===== src/rtl/hazard_ctrl.sv =====
// Pipeline hazard control: load-use stall, taken-branch flush, memory-busy freeze.
// Latency: combinational outputs, registered counters; MemBusy freezes all state.
module hazard_ctrl #(
    parameter int LOAD_USE_CYCLES = 1,
    parameter int CNT_W           = 16
) (
    input  logic             clk,
    input  logic             rst_n,
    input  logic [4:0]       IDRs1,
    input  logic [4:0]       IDRs2,
    input  logic             IDUseRs1,
    input  logic             IDUseRs2,
    input  logic [4:0]       EXRd,
    input  logic             EXMemRead,
    input  logic             EXBranchTaken,
    input  logic             MemBusy,
    output logic             DataHazard,
    output logic             ControlHazard,
    output logic             IDEXFlush,
    output logic             PcHold,
    output logic             PipeFreeze,
    output logic [CNT_W-1:0] StallCycles,
    output logic [CNT_W-1:0] FlushCount
);

    typedef enum logic {RUN = 1'b0, LU_STALL = 1'b1} state_t;

    localparam logic [3:0] LU_INIT = 4'(LOAD_USE_CYCLES - 1);

    state_t     state;
    logic [3:0] cnt;
    logic       flush_pending;
    logic       lu_now;

    assign lu_now = EXMemRead && (EXRd != 5'd0) &&
                    ((IDUseRs1 && (IDRs1 == EXRd)) || (IDUseRs2 && (IDRs2 == EXRd)));

    assign PipeFreeze    = MemBusy;
    assign ControlHazard = !MemBusy && (EXBranchTaken || flush_pending);
    assign DataHazard    = !MemBusy && !ControlHazard && (lu_now || (state == LU_STALL));
    assign IDEXFlush     = ControlHazard || DataHazard;
    assign PcHold        = PipeFreeze || DataHazard;

    // While frozen nothing advances; a branch seen then is parked for the first free cycle.
    always_ff @(posedge clk or negedge rst_n) begin
        if (!rst_n) begin
            state         <= RUN;
            cnt           <= '0;
            flush_pending <= 1'b0;
        end else if (MemBusy) begin
            if (EXBranchTaken)
                flush_pending <= 1'b1;
        end else begin
            if (ControlHazard)
                flush_pending <= 1'b0;
            if (state == RUN) begin
                if (DataHazard && lu_now && (LOAD_USE_CYCLES > 1)) begin
                    state <= LU_STALL;
                    cnt   <= LU_INIT;
                end
            end else begin
                // A flush discards the stalled instruction, so the remaining bubbles are dropped.
                if (ControlHazard || (cnt == 4'd1)) begin
                    state <= RUN;
                    cnt   <= '0;
                end else begin
                    cnt <= cnt - 4'd1;
                end
            end
        end
    end

    always_ff @(posedge clk or negedge rst_n) begin
        if (!rst_n) begin
            StallCycles <= '0;
            FlushCount  <= '0;
        end else begin
            if (DataHazard && (StallCycles != {CNT_W{1'b1}}))
                StallCycles <= StallCycles + CNT_W'(1);
            if (ControlHazard && (FlushCount != {CNT_W{1'b1}}))
                FlushCount <= FlushCount + CNT_W'(1);
        end
    end

endmodule


===== config.mk =====
export PLATFORM = sky130hd
export DESIGN_NAME = hazard_ctrl
export DESIGN_NICKNAME = d
export VERILOG_FILES = /design/src/rtl/hazard_ctrl.sv
export SDC_FILE = /design/constraint.sdc
export NUM_CORES = 1
export LEC_CHECK = 0
export ABC_CLOCK_PERIOD_IN_PS = 5300
export BUFFER_PORTS_ARGS = -buffer_cell sky130_fd_sc_hd__buf_4
export CAP_MARGIN = 30
export CORE_ASPECT_RATIO = 1.25
export CORE_MARGIN = 1.5
export CORE_UTILIZATION = 55
export CTS_CLUSTER_DIAMETER = 100
export DETAILED_ROUTE_END_ITERATION = 16
export PLACE_DENSITY = 0.95
export SETUP_SLACK_MARGIN = 0.2
export SLEW_MARGIN = 25
export SYNTH_ARGS = -nofsm -noshare
export SYNTH_HDL_FRONTEND = slang
export SYNTH_SLANG_ARGS = --single-unit

===== constraint.sdc =====
create_clock -name clk -period 5.3 [get_ports clk]
set_clock_uncertainty 0.2 [all_clocks]
set_input_delay 1.325 -clock clk [delete_from_list [all_inputs] [get_ports clk]]
set_output_delay 1.325 -clock clk [all_outputs]
set_load 0.01 [all_outputs]

==> run summary <==
register area share after synthesis: 47.2%
fin area: 2550 um^2
vias in the first global route: 1653
Routed Antenna Nets: 0
slack of the critical path: 0.865 ns
crit path capture type: primary output
xor/xnor cell area share of the yosys netlist: 15.7%
Clk Latency, worst-skew pair: 0.29 ns
ANT cells: 0
Worst-path clk slew: 0.07 ns
Max Cap Viol: 0
H-tree Lvls: 2
Reg area: 951 um^2
total track usage: 23.7%
post-CTS setup buffer count: 0
largest family of logic cells by synthesized area: simple AND/OR/NAND/NOR gates
ranking of synthesized cells by area: dfrtp_1, xor2_1, xnor2_1, nor2_1, nand2_1
Worst slew margin: 66.6%
DIE HEIGHT: 70.7 um
Syn Nets: 220
class of the most critical setup path: input pin to primary output
Fmax: 225 MHz
DR vias/cell: 5.61
Worst Path Required: 3.77 ns
post_cts resized: 0
drt drc: 0
largest net degree at the start of global routing: 39
Synth Area in Adders: 2.48%
Final Critical Period: 4.44 ns
WL final: 4470 um
Post-Synth Simple-Gate Area: 22.7%
CP arrival: 2.91 ns
first-pass GRT wire length: 7420 um
I/O pin count: 59
area post-placement: 2480 um^2
post-synthesis instance total: 194
Avg Cell Area, Syn: 10.4 um^2
share of the synthesized area in the top cell type: 47.2%
Tot Pwr: 0.672 mW
multi-input logic area: 1010 um^2
CTS Buffer Depth: 2
root buffer cell: clkbuf_8
PortBufs: 58
Final Util: 73.3%
EDFF count, synth: 0
chip width: 57.1 um
post-synthesis mux area share: 1.61%
Pre-antenna DRT Iters: 4
Fin Setup TNS: 0 ns
CTS tree: built
global route overflow: 0
core area: 3480 um^2
Post-CTS Hold Fix Bufs: 0
worst-path fanout max: 6
ys flop type: dfrtp_1
most common cell after layout, fill and taps aside: buf_4
Setup crit start kind: input pin
final period utilization: 83.7%
unrepaired setup endpoints after global routing: no
library cells used by synthesis: 40
cell total after placement: 289
initial antenna violation count: 0
nets: 283
Slew Limit Fails: 0
wire per inst: 15.1 um
Final Hold Vio Count: 0
Yosys reg bits: 38
yosys warns: 0
status: completed
Place WS: 0.873 ns
routed via count: 1660
Slew @ Worst Pin: 0.497 ns
DP Wirelength: 3320 um
commonest non-fill, non-tap cells in the layout: buf_4, dfrtp_1, xor2_1
worst ir drop on vdd: 341 uV
Synth async-reset ratio: 100%
Syn Std Cell Area: 2010 um^2
share of cells above drive strength 1: 30.0%
Leak: 1.31 nW
# rows: 24
Layout Cells excl Fill: 296
clk sinks: 38
initial core utilization: 57.8%
Synth area leader: dfrtp_1
Final GP Congestion: 0.781
Pwr Density: 263 nW/um^2
Synth Area in Compound Gates: 7.76%
Total Die Area: 4040 um^2
Setup violations, final: 0
hold crit path type: flop to flop
1st-iter DRT viols: 52
Hold WS: 0.317 ns
Num CTS Buffers: 5
Fillers: 261
Area Overhead vs Synth: 26.7%
[path summary, 6_finish.rpt]
| check | cells past startpoint | slack (ns) | endpoint | start |
|---|---|---|---|---|
| hold / removal | 1 | 0.32 | StallCycles[15] | StallCycles[15] |
| min in group asynchronous | 1 | 0.79 | flush_pending | rst_n |
| max in group asynchronous | 1 | 3.78 | FlushCount[1] | rst_n |
| hold reg to reg | 1 | 0.32 | StallCycles[15] | StallCycles[15] |
| setup reg to reg | 6 | 2.87 | StallCycles[1] | StallCycles[0] |
| setup / recovery | 6 | 0.86 | IDEXFlush | EXRd[1] |
[cell type report]
cell class	count	area share [%]
clock buffers	7	2.99
flip-flops and latches	38	37.3
repair buffers	58	17.1
well taps	39	1.91
multi-input cells	146	39.6
inverters	8	1.18
[sequential cells by signal (all words and copies together) (netlist names)]
name	flops
FlushCount	16
state	1
cnt	4
flush_pending	1
StallCycles	16
[critical path, cell delays in order]
cell       delay (ns)
buf_4            0.12
or4_1            0.54
o2111ai_2        0.23
o21ai_1          0.21
or2_2            0.34
buf_4            0.14
[power by group]
part | switching, mW | internal (mW) | total [mW]
sequential | 0.0341 | 0.316 | 0.350
combinational | 0.0625 | 0.0738 | 0.136
clock | 0.0956 | 0.0905 | 0.186
total | 0.192 | 0.480 | 0.672
[Yosys cell counts (2+ instances only)]
cell,instances
a21o_1,2
a21oi_1,2
and3_1,6
and4_1,3
dfrtp_1,38
ha_1,4
inv_1,8
nand2_1,18
nand2b_1,4
nand3_1,9
nand4_1,3
nor2_1,20
nor3_1,4
nor3_2,3
nor4_1,3
nor4_2,3
o21a_1,2
o21ai_0,5
or2_2,2
xnor2_1,9
xor2_1,27
[metal layers]
layer / part of all wire [%] / GRT usage [%] / vias to the layer above
li1: - / - / 787
met1: 37 / 26.4 / 814
met2: 56 / 42.7 / 52
met3: 5.8 / 6.76 / 7
met4: 1.4 / 8.01 / 0
met5: 0 / 0 / -
[logic make-up after synthesis]
kind of cell / Yosys count
buf+inv: 10
mux: 3
xor+xnor: 36
flops: 38
simple gates: 83
fa+ha+maj: 4
compound gates: 20
Power figures use the tool's default switching activity.
